File: src/rtl/mem_port_arbiter.sv
// Two-requester arbiter for the single-port unified memory: Control FSM vs. loader/debug port.
// Fixed-latency req/ack sequencing with bounded loader starvation.
module mem_port_arbiter #(
    parameter int unsigned ADDR_W   = 16,
    parameter int unsigned DATA_W   = 32,
    parameter int unsigned MEM_LAT  = 2,
    parameter int unsigned MAX_WAIT = 4
) (
    input  logic              clk,
    input  logic              reset_n,

    input  logic              cpu_req,
    input  logic              cpu_we,
    input  logic [ADDR_W-1:0] cpu_addr,
    input  logic [DATA_W-1:0] cpu_wdata,
    output logic [DATA_W-1:0] cpu_rdata,
    output logic              cpu_ack,

    input  logic              ldr_req,
    input  logic              ldr_we,
    input  logic [ADDR_W-1:0] ldr_addr,
    input  logic [DATA_W-1:0] ldr_wdata,
    output logic [DATA_W-1:0] ldr_rdata,
    output logic              ldr_ack,

    output logic              mem_en,
    output logic              mem_we,
    output logic [ADDR_W-1:0] mem_addr,
    output logic [DATA_W-1:0] mem_wdata,
    input  logic [DATA_W-1:0] mem_rdata,

    output logic              busy
);

    localparam int LAT_W  = (MEM_LAT > 1) ? $clog2(MEM_LAT) : 1;
    localparam int WAIT_W = $clog2(MAX_WAIT + 1);

    typedef enum logic [1:0] {
        IDLE,
        GRANT_CPU,
        GRANT_LDR
    } state_t;

    state_t            state;
    logic [LAT_W-1:0]  lat_cnt;
    logic [WAIT_W-1:0] wait_cnt;

    logic pick_ldr;
    logic pick_cpu;
    logic wait_sat;

    always_comb begin
        wait_sat = (wait_cnt >= WAIT_W'(MAX_WAIT));
        pick_ldr = ldr_req && (!cpu_req || wait_sat);
        pick_cpu = cpu_req && !pick_ldr;
    end

    always_ff @(posedge clk or negedge reset_n) begin
        if (!reset_n) begin
            state     <= IDLE;
            lat_cnt   <= '0;
            wait_cnt  <= '0;
            cpu_rdata <= '0;
            cpu_ack   <= 1'b0;
            ldr_rdata <= '0;
            ldr_ack   <= 1'b0;
            mem_en    <= 1'b0;
            mem_we    <= 1'b0;
            mem_addr  <= '0;
            mem_wdata <= '0;
            busy      <= 1'b0;
        end else begin
            cpu_ack <= 1'b0;
            ldr_ack <= 1'b0;
            mem_en  <= 1'b0;

            // Loader starvation counter; the loader's own access window does not count as waiting.
            if (state == IDLE && pick_ldr)
                wait_cnt <= '0;
            else if (ldr_req && state != GRANT_LDR && !wait_sat)
                wait_cnt <= wait_cnt + WAIT_W'(1);

            case (state)
                IDLE: begin
                    if (pick_ldr) begin
                        state     <= GRANT_LDR;
                        busy      <= 1'b1;
                        mem_en    <= 1'b1;
                        mem_we    <= ldr_we;
                        mem_addr  <= ldr_addr;
                        mem_wdata <= ldr_wdata;
                        lat_cnt   <= LAT_W'(MEM_LAT - 1);
                    end else if (pick_cpu) begin
                        state     <= GRANT_CPU;
                        busy      <= 1'b1;
                        mem_en    <= 1'b1;
                        mem_we    <= cpu_we;
                        mem_addr  <= cpu_addr;
                        mem_wdata <= cpu_wdata;
                        lat_cnt   <= LAT_W'(MEM_LAT - 1);
                    end
                end

                GRANT_CPU, GRANT_LDR: begin
                    if (lat_cnt != '0) begin
                        lat_cnt <= lat_cnt - LAT_W'(1);
                    end else begin
                        state <= IDLE;
                        busy  <= 1'b0;
                        if (state == GRANT_CPU) begin
                            cpu_ack <= 1'b1;
                            if (!mem_we)
                                cpu_rdata <= mem_rdata;
                        end else begin
                            ldr_ack <= 1'b1;
                            if (!mem_we)
                                ldr_rdata <= mem_rdata;
                        end
                    end
                end

                default: begin
                    state <= IDLE;
                    busy  <= 1'b0;
                end
            endcase
        end
    end

    a_single_ack: assert property (@(posedge clk) disable iff (!reset_n)
        !(cpu_ack && ldr_ack));
    a_en_one_cycle: assert property (@(posedge clk) disable iff (!reset_n)
        mem_en |=> !mem_en);

endmodule

File: config.mk
export PLATFORM = sky130hd
export DESIGN_NAME = mem_port_arbiter
export DESIGN_NICKNAME = d
export VERILOG_FILES = /design/src/rtl/mem_port_arbiter.sv
export SDC_FILE = /design/constraint.sdc
export NUM_CORES = 1
export LEC_CHECK = 0
export CORE_UTILIZATION = 45
export DETAILED_ROUTE_END_ITERATION = 10
export PLACE_DENSITY = 0.87
export RECOVER_POWER = 25
export SKIP_CTS_REPAIR_TIMING = 1
export SLEW_MARGIN = 10
export SYNTH_ARGS = -nofsm -noshare
export SYNTH_HDL_FRONTEND = slang
export SYNTH_SLANG_ARGS = --single-unit
File: constraint.sdc
create_clock -name clk -period 3.5 [get_ports clk]
set_input_delay 0.525 -clock clk [delete_from_list [all_inputs] [get_ports clk]]
set_output_delay 0.525 -clock clk [all_outputs]
set_load 0.01 [all_outputs]
==> impl_metrics.yaml <==
grt:
  grt_first_pass_wirelength_microns: 26400
  antenna_found_initial: 0
  grt_pass1_vias: 4933
  groute.usage.overall: 0.275
  overflow: 0
  grt_max_degree: 77
place:
  dp_cells: 819
  dpl.hpwl_microns: 11100
  place_ws_ns: 1.07
  portBuffers: 250
  gp_congestion: 0.827
worst_setup_path:
  crit_fanout: 18
  critPathCaptureType: "flop"
  start_kind: "flop"
  reg2reg_depth: 6
  cp.arrival_ns: 2.74
  path_class: "flop to flop"
  crit_required_ns: 3.79
logic_synthesis:
  synth_area_leader_cell: "dfrtp_1"
  synth_async_sr_flop_share: 1.00
  synth.distinct_cells: 29
  ys_seq_area_frac: 0.571
  synth.area.top_cells: "dfrtp_1 (57%), mux2_4 (8.4%), mux2_2 (7.1%)"
  synth-main-ff-cell: "dfrtp_1"
  ys_ff_latch: 123
  syn_avg_cell_area_sq_um: 11.8
  syn_nets: 598
  ys_warn_count: 0
  synth_top_area_share: 0.571
  synth_edf_count: 0
  syn_area_sq_mm: 0.00539
  syn-instance-count: 458
cells_and_area:
  fin_nets: 835
  final_common_cell: "clkdlybuf4s50_1"
  regArea_sq_mm: 0.00308
  final_layout_size_suffix_gt1_frac: 0.157
  num_antenna_cells: 0
  multi_input_area_sq_mm: 0.00208
  final_cells: 851
  fillerInstances: 731
  area_growth_pct: 57.8
  layout_common_cells: "clkdlybuf4s50_1 (248), dfrtp_1 (123), a21oi_1 (52)"
clock_tree:
  cts_tree: "done"
  clk_pin_slew_worst_paths_ns: 0.06
  clock-sinks: 123
  clock_latency_ns: 0.41
  clock_path_buffers: 2
  cts_root_buf: "clkbuf_16"
  numCtsBuffers: 17
  cts_max_level: 4
timing:
  finClkSkew_ns: 0.0105
  min_period_over_period: 0.702
  slew_viol_final: 76
  rsz0062_at_grt: "no"
  timing.fmax_mhz: 407
  setup_violations: 0
  setup_ws_ns: 1.04
  tightestPinTransition_ns: 1.95
  relSlewSlack: -0.302
  finalCriticalPeriod_ns: 2.46
  hold_violations: 0
  tns_ns: 0
routing:
  routed_via_density: 5.54
  dr.pass1.iters: 11
  drt-total-wl_microns: 16600
  drt_first_iter_violations: 414
  antenna_left: 0
  drc: 20
  vias: 4716
  routedWlPerCell_microns: 19.5
floorplan:
  core_sq_mm: 0.0116
  start_util: 0.466
  die_w_microns: 111
  dieArea_sq_mm: 0.0124
  io_pins: 251
  row_count: 39
  die_h_microns: 111
power_and_ir_drop:
  pwr_density_cell_mw_per_mm2: 958
  ir_drop_mv: 0.571
  p_leak_uw: 0.00350
run_status:
  violations: "design-rule violations, max-capacitance violations, max-slew violations"
  status: "finished, violations left"
hold_path:
  holdPathStages: 1
  min_path_type: "flop to flop"
job:
  max_cap_violations: 1
metal layers:
layer	part of all wire	global-route usage	routed length, microns
met1	0.41	0.333	6710
met2	0.50	0.448	8250
met3	0.071	0.0969	1170
met4	0.026	0.115	435
met5	0	0	0
logic make-up after synthesis:
kind of cell    synth area share
mux                        0.156
flops                      0.571
fa+ha+maj                 0.0139
simple gates              0.0508
compound gates             0.160
buf+inv                   0.0460
xor+xnor                 0.00163
state kept, by name, indices dropped and copies added, names as in the netlist:
register / cells
state: 2
mem_addr: 16
ldr_rdata: 32
mem_we: 1
lat_cnt: 1
ldr_ack: 1
busy: 1
mem_wdata: 32
mem_en: 1
cpu_ack: 1
wait_cnt: 3
cpu_rdata: 32
synth_stat cells, types with 3 or more instances:
| cell type | n |
|---|---|
| mux2_4 | 30 |
| dfrtp_1 | 123 |
| inv_1 | 5 |
| buf_4 | 3 |
| mux2_2 | 34 |
| clkbuf_1 | 20 |
| o21ai_0 | 49 |
| nor2_1 | 50 |
| ha_1 | 6 |
| buf_2 | 9 |
| nand2_1 | 4 |
| a31oi_1 | 50 |
| a21oi_1 | 52 |
| buf_12 | 3 |
cell type report:
cell class,instances,area share
clock inverter,9,0.0101
tap,143,0.0210
sequential,123,0.362
timing repair buffer,256,0.301
multi-input combinational,290,0.244
clock buffer,23,0.0585
inverter,7,0.00309
critical path, cell delays in order, from the launching register on:
cell     delay, ns
dfrtp_1       0.40
inv_1         0.09
ha_1          0.34
nor3b_1       0.24
and2b_2       0.49
buf_4         0.42
mux2_4        0.35
stage by stage:
| stage | area (sq um) | util | hold slack (ns) | total power (uW) |
|---|---|---|---|---|
| 2_1_floorplan | 5390 | - | 0.229 | 4450 |
| 3_3_place_gp | 7930 | 0.686 | 0.489 | 6240 |
| 3_5_place_dp | 7930 | 0.686 | 0.493 | 6430 |
| 4_1_cts | 8510 | 0.736 | 0.312 | 8190 |
| 5_1_grt | 8510 | 0.736 | 0.515 | 8570 |
| 6_report | 8510 | 0.736 | 0.505 | 8150 |
where the power goes:
part	switching [uW]	internal [uW]	leakage, uW	total, uW
clock network	633	1070	0.000274	1700
registers	457	2160	0.00145	2610
logic	1670	2160	0.00178	3830
path summary, 6_finish.rpt:
check / start / slack, ns / endpoint
max: state[0] / 1.04 / ldr_rdata[29]
min: cpu_rdata[14] / 0.50 / cpu_rdata[14]
max reg2reg: state[0] / 1.04 / ldr_rdata[29]
min reg2reg: cpu_rdata[14] / 0.50 / cpu_rdata[14]
max in group asynchronous: reset_n / 1.69 / cpu_rdata[12]
min in group asynchronous: reset_n / 0.67 / mem_wdata[20]
Note: power is estimated with default switching activity, not from simulation.
